## src/rtl/history_register_if.sv

```systemverilog
// history_register_if
// Groups the operation request and the register status of history_register.
//   master : drives enable, op, din, serial_in; observes the status outputs
//   slave  : the register itself; observes the request and drives
//            dout, carry, zero, history_count, undo_err
// Clock and reset are not part of the bundle.
interface history_register_if #(
    parameter int WIDTH = 7,
    parameter int DEPTH = 4
);
    localparam int CW = $clog2(DEPTH + 1);

    logic             enable;
    logic [2:0]       op;
    logic [WIDTH-1:0] din;
    logic             serial_in;
    logic [WIDTH-1:0] dout;
    logic             carry;
    logic             zero;
    logic [CW-1:0]    history_count;
    logic             undo_err;

    modport master (
        output enable, op, din, serial_in,
        input  dout, carry, zero, history_count, undo_err
    );

    modport slave (
        input  enable, op, din, serial_in,
        output dout, carry, zero, history_count, undo_err
    );
endinterface

```

## src/rtl/history_register.sv

```systemverilog
// history_register
// WIDTH-bit register that can be loaded, incremented, decremented, shifted
// or rotated under a 3-bit opcode. Every value-changing operation first
// saves the old value in a DEPTH-entry circular history, so UNDO can roll
// the register back one step at a time.
// Ports:
//   clock    : rising-edge clock
//   reset_n  : asynchronous active-low reset
//   bus      : history_register_if slave modport
//              (enable, op, din, serial_in in; dout, carry, zero,
//               history_count, undo_err out)
module history_register #(
    parameter int               WIDTH       = 7,
    parameter int               DEPTH       = 4,
    parameter logic [WIDTH-1:0] RESET_VALUE = '0
) (
    input logic               clock,
    input logic               reset_n,
    history_register_if.slave bus
);

    localparam int CW = $clog2(DEPTH + 1);
    localparam int PW = (DEPTH > 1) ? $clog2(DEPTH) : 1;
    localparam logic [PW-1:0] LAST_SLOT  = PW'(DEPTH - 1);
    localparam logic [CW-1:0] FULL_COUNT = CW'(DEPTH);

    typedef enum logic [2:0] {
        OP_HOLD = 3'b000,
        OP_LOAD = 3'b001,
        OP_INC  = 3'b010,
        OP_DEC  = 3'b011,
        OP_SHL  = 3'b100,
        OP_SHR  = 3'b101,
        OP_ROL  = 3'b110,
        OP_UNDO = 3'b111
    } op_e;

    op_e              op_code;
    logic [WIDTH-1:0] data;
    logic [WIDTH-1:0] next_data;
    logic             carry_q;
    logic             next_carry;
    logic [CW-1:0]    count;
    logic [PW-1:0]    wr_ptr;
    logic [PW-1:0]    ptr_fwd;
    logic [PW-1:0]    ptr_back;
    logic             undo_err_q;
    logic             push;
    logic             pop;
    logic             fail;
    logic [WIDTH-1:0] history [DEPTH];

    assign op_code = op_e'(bus.op);

    // Pointer neighbours, wrapping modulo DEPTH (DEPTH need not be a power of two).
    always_comb begin
        ptr_fwd  = (wr_ptr == LAST_SLOT) ? '0 : wr_ptr + PW'(1);
        ptr_back = (wr_ptr == '0) ? LAST_SLOT : wr_ptr - PW'(1);
    end

    // Next register value and carry, plus whether this cycle pushes, pops
    // or reports an UNDO on an empty history.
    always_comb begin
        next_data  = data;
        next_carry = carry_q;
        push       = 1'b0;
        pop        = 1'b0;
        fail       = 1'b0;
        if (bus.enable) begin
            case (op_code)
                OP_LOAD: begin
                    next_data  = bus.din;
                    next_carry = 1'b0;
                    push       = 1'b1;
                end
                OP_INC: begin
                    {next_carry, next_data} = {1'b0, data} + {{WIDTH{1'b0}}, 1'b1};
                    push = 1'b1;
                end
                OP_DEC: begin
                    next_data  = data - {{(WIDTH-1){1'b0}}, 1'b1};
                    next_carry = (data == '0);
                    push       = 1'b1;
                end
                OP_SHL: begin
                    next_data  = {data[WIDTH-2:0], bus.serial_in};
                    next_carry = data[WIDTH-1];
                    push       = 1'b1;
                end
                OP_SHR: begin
                    next_data  = {bus.serial_in, data[WIDTH-1:1]};
                    next_carry = data[0];
                    push       = 1'b1;
                end
                OP_ROL: begin
                    next_data  = {data[WIDTH-2:0], data[WIDTH-1]};
                    next_carry = data[WIDTH-1];
                    push       = 1'b1;
                end
                OP_UNDO: begin
                    // An empty history leaves data and carry untouched.
                    if (count != '0) begin
                        next_data  = history[ptr_back];
                        next_carry = 1'b0;
                        pop        = 1'b1;
                    end else begin
                        fail = 1'b1;
                    end
                end
                default: ;
            endcase
        end
    end

    // Register state, history bookkeeping and the error pulse. Once the
    // history is full the pointer keeps advancing, so the oldest slot is
    // overwritten while the count stays saturated.
    always_ff @(posedge clock or negedge reset_n) begin
        if (!reset_n) begin
            data       <= RESET_VALUE;
            carry_q    <= 1'b0;
            count      <= '0;
            wr_ptr     <= '0;
            undo_err_q <= 1'b0;
        end else begin
            data       <= next_data;
            carry_q    <= next_carry;
            undo_err_q <= fail;
            if (push) begin
                wr_ptr <= ptr_fwd;
                if (count != FULL_COUNT) begin
                    count <= count + CW'(1);
                end
            end else if (pop) begin
                wr_ptr <= ptr_back;
                count  <= count - CW'(1);
            end
        end
    end

    // History storage carries no reset; only entries below count are ever read.
    always_ff @(posedge clock) begin
        if (push) begin
            history[wr_ptr] <= data;
        end
    end

    assign bus.dout          = data;
    assign bus.carry         = carry_q;
    assign bus.zero          = (data == '0);
    assign bus.history_count = count;
    assign bus.undo_err      = undo_err_q;

endmodule

```

## src/flat_wrapper.sv

```systemverilog
// flat-port wrapper written by rule: the top's interface ports become plain ports
module history_register_flat 
#(
    parameter int               WIDTH       = 7,
    parameter int               DEPTH       = 4,
    parameter logic [WIDTH-1:0] RESET_VALUE = '0
)
  (clock, reset_n, bus_enable, bus_op, bus_din, bus_serial_in, bus_dout, bus_carry, bus_zero, bus_history_count, bus_undo_err);
  history_register_if #(.WIDTH(WIDTH), .DEPTH(DEPTH)) bus_i ();
  input logic clock;
  input logic reset_n;
  input wire logic [$bits(bus_i.enable)-1:0] bus_enable;
  input wire logic [$bits(bus_i.op)-1:0] bus_op;
  input wire logic [$bits(bus_i.din)-1:0] bus_din;
  input wire logic [$bits(bus_i.serial_in)-1:0] bus_serial_in;
  output wire logic [$bits(bus_i.dout)-1:0] bus_dout;
  output wire logic [$bits(bus_i.carry)-1:0] bus_carry;
  output wire logic [$bits(bus_i.zero)-1:0] bus_zero;
  output wire logic [$bits(bus_i.history_count)-1:0] bus_history_count;
  output wire logic [$bits(bus_i.undo_err)-1:0] bus_undo_err;
  assign bus_i.enable = bus_enable;
  assign bus_i.op = bus_op;
  assign bus_i.din = bus_din;
  assign bus_i.serial_in = bus_serial_in;
  assign bus_dout = bus_i.dout;
  assign bus_carry = bus_i.carry;
  assign bus_zero = bus_i.zero;
  assign bus_history_count = bus_i.history_count;
  assign bus_undo_err = bus_i.undo_err;
  history_register #(.WIDTH(WIDTH), .DEPTH(DEPTH), .RESET_VALUE(RESET_VALUE)) u_core (.clock(clock), .reset_n(reset_n), .bus(bus_i));
endmodule
```

## config.mk

```make
export PLATFORM = sky130hd
export DESIGN_NAME = history_register_flat
export DESIGN_NICKNAME = d
export VERILOG_FILES = /design/src/rtl/history_register_if.sv /design/src/rtl/history_register.sv /design/src/flat_wrapper.sv
export SDC_FILE = /design/constraint.sdc
export NUM_CORES = 1
export LEC_CHECK = 0
export CAP_MARGIN = 20
export CORE_ASPECT_RATIO = 0.6
export CORE_UTILIZATION = 35
export CTS_BUF_LIST = sky130_fd_sc_hd__clkbuf_2 sky130_fd_sc_hd__clkbuf_4 sky130_fd_sc_hd__clkbuf_8
export DETAILED_ROUTE_END_ITERATION = 7
export SKIP_CTS_REPAIR_TIMING = 1
export SKIP_LAST_GASP = 1
export SYNTH_ARGS = -nofsm -noshare
export SYNTH_HDL_FRONTEND = slang
export SYNTH_SLANG_ARGS = --single-unit
```

## constraint.sdc

```tcl
create_clock -name clock -period 1.9 [get_ports clock]
set_input_delay 0.19 -clock clock [delete_from_list [all_inputs] [get_ports clock]]
set_output_delay 0.19 -clock clock [all_outputs]
set_load 0.1 [all_outputs]
```

==> impl_metrics.toml <==
[die]
fp.dieW_um = 107
die_y_um = 65.0
core.rowCount = 22
pin_count = 27
coreArea_mm2 = 0.00625
start_util_pct = 37.0
die_area_mm2 = 0.00695

[layout]
final_area_mm2 = 0.00309
layout-drive-gt1-share_pct = 36.4
fill_cells = 548
multi_input_area_mm2 = 0.00108
layout.nets = 282
syn_to_final_growth_pct = 33.6
n_antenna_cell = 0
seq_area_mm2 = 0.00120
fin_cells = 345

[detailed_routing]
routedWlPerCell_um = 17.9
ant_nets = 0
drc_errors = 0
drtIter0Drc = 93
via_per_inst = 5.25
first_pass_iters = 4
num_vias = 1811
postRouteWirelength_um = 6180

[synth]
synth_edf_count = 28
ys_seq_area_share_pct = 51.5
synthesis.nets = 224
synth-seq-cells = 42
synth_area_leader_cell = "edfxtp_1"
synth_cells = 202
synthArstFlopShare_pct = 33.3
synthTopCellsByArea = "edfxtp_1 36%, dfrtp_1 15%, mux4_2 5.8%"
synth_commonest_cells = "28 x edfxtp_1, 17 x a21oi_1, 17 x nand2_1, 14 x dfrtp_1, 11 x nor2_1"
synth_cell_types = 52
synth_most_common_cell = "edfxtp_1"
yosys.area.top_type_share_pct = 36.3
synth_warnings = 0
synth_flop_cell = "edfxtp_1"
synth_area_mm2 = 0.00231
syn_avg_cell_area_um2 = 11.5

[clock_tree]
cts_max_level = 2
cts_tree = "built"
cts_buffer_depth = 2
clock_latency_ps = 310
clock-sinks = 42
clk_pin_slew_worst_paths_ps = 90
root_buffer = "clkbuf_8"
cts_inserted_buffers = 5

[sta]
fmax_ghz = 0.495
setup_slack_ps = -118
skew_ps = 9.08
hold_slack_ps = 200
slew_violations = 0
timing.final.hold_violations = 0
tightest_slew_ps = 537
setup_viol = 5
rsz0062_at_grt = "true"
post-route-min-period_ps = 2020
maxSlewHeadroom_pct = 64.2
fin_crit_sh_pct = 106
finalSetupTns_ps = -403

[grt]
grt_max_degree = 20
track_usage_pct = 19.2
grt_antenna_before_repair = 0
overflow = 0
grt_pass1_vias = 1780
grt_pass1_wl_um = 9710

[critical_path]
start_kind = "flop"
path_max_fanout = 2
end_kind = "output port"
path_class = "reg2out"
crit_required_ps = 1710
cp.arrival_ps = 1830

[power]
peakVddDrop_mv = 0.938
cellPowerDensity_mw_per_mm2 = 1410
switchingPower_mw = 1.91
internal_power_mw = 2.46
comb_power_share_pct = 54.2
finalPower_mw = 4.37
p_leak_nw = 1.21
switching_share_pct = 43.7
clkPwrFrac_pct = 13.9
seqPwrFrac_pct = 31.9

[placed_design]
dp_hpwl_um = 4540
place_area_mm2 = 0.00294
port_buffers = 26
dp.cells = 336
globalplace.congestion = 0.817

[run]
drv_cap = 0

[run_status]
status = "complete, but fails checks"
failed_checks = "negative setup slack"

[worst_hold_path]
hp-class = "in2async"
[critical path: stages (launching register included)]
cell and delay (ps):
dfrtp_4 480, or4_4 550, nor3b_4 270, buf_12 210
[metrics by stage]
step / setup WS [ps] / utilization (%)
final: -118 / 49.5
after global routing: -195 / 49.5
after CTS: -139 / 48.5
after detailed placement: -262 / 47.1
after global placement: -162 / 47.1
after floorplan: -675 / -
[power by group through the flow]
stage                     logic (mW)  registers, mW  clock network [mW]
after floorplan                0.944           1.95                   0
after global placement          2.24           1.41                   0
after detailed placement        2.25           1.41                   0
after CTS                       2.26           1.39               0.626
after global routing            2.52           1.42               0.650
final                           2.37           1.40               0.608
[final timing paths]
path                       slack [ps]                        endpoint  cells after the start                           start
min in group clock                490  u_core.bus.dout[0]$_DFFE_PN0P_                      3                      bus_din[0]
setup / recovery                 -120                        bus_zero                      3  u_core.bus.dout[3]$_DFFE_PN0P_
hold / removal                    200    u_core.wr_ptr[1]$_DFFE_PN0P_                      2                         reset_n
max in group asynchronous        1490  u_core.bus.dout[3]$_DFFE_PN0P_                      2                         reset_n
setup reg to reg                 -110  u_core.bus.dout[4]$_DFFE_PN0P_                      8    u_core.wr_ptr[1]$_DFFE_PN0P_
hold reg to reg                   530    u_core.bus.carry$_DFFE_PN0P_                      2    u_core.bus.carry$_DFFE_PN0P_
[logic make-up (layout without fill, tap and decap cells)]
logic type / after synthesis / after routing / synth area share [%]
flip-flops: 42 / 42 / 51.5
buffers and inverters: 23 / 82 / 4.81
AND/OR/NAND/NOR: 60 / 60 / 14.0
XOR/XNOR: 5 / 5 / 1.89
AO/OA/AOI/OAI: 55 / 55 / 16.0
multiplexers: 9 / 9 / 7.19
adder cells (fa/ha/maj): 8 / 8 / 4.65
[sequential cells by signal, indices dropped and copies added, names as in the netlist]
signal	count
u_core.bus.history_count	3
u_core.history	28
u_core.bus.dout	7
u_core.wr_ptr	2
u_core.bus.undo_err	1
u_core.bus.carry	1
[area by class of cell]
class	instances	share of cell area [%]
Inverter	9	1.09
Clock buffer	5	2.23
Multi-Input combinational cell	137	34.8
Timing Repair Buffer	65	18.8
Clock inverter	3	0.688
Tap cell	84	3.40
Sequential cell	42	39.0
[cells in the final DEF (no fill, tap or decap), types with 5 or more instances in the layout]
master,synthesis,layout
nand3_1,5,5
and3_1,7,7
dfrtp_1,14,7
nand2_1,17,17
a221o_1,5,5
edfxtp_1,28,28
buf_4,1,46
nor2_1,11,10
a21oi_1,17,10
inv_1,9,7
dfrtp_2,0,5
ha_1,7,6
o21ai_1,6,6
a21oi_2,0,7
mux4_2,6,6
o21ai_0,5,5
clkdlybuf4s50_1,0,13
clkbuf_8,0,5
[per-layer routing]
layer | wire [µm] | up-vias | part of all wire, % | GRT usage, %
li1 | - | 870 | - | -
met1 | 3180 | 891 | 51 | 28.9
met2 | 2590 | 44 | 42 | 27.5
met3 | 366 | 6 | 5.9 | 4.93
met4 | 41 | 0 | 0.66 | 4.11
met5 | 0 | - | 0 | 0
(Power assumes the default switching activity.)
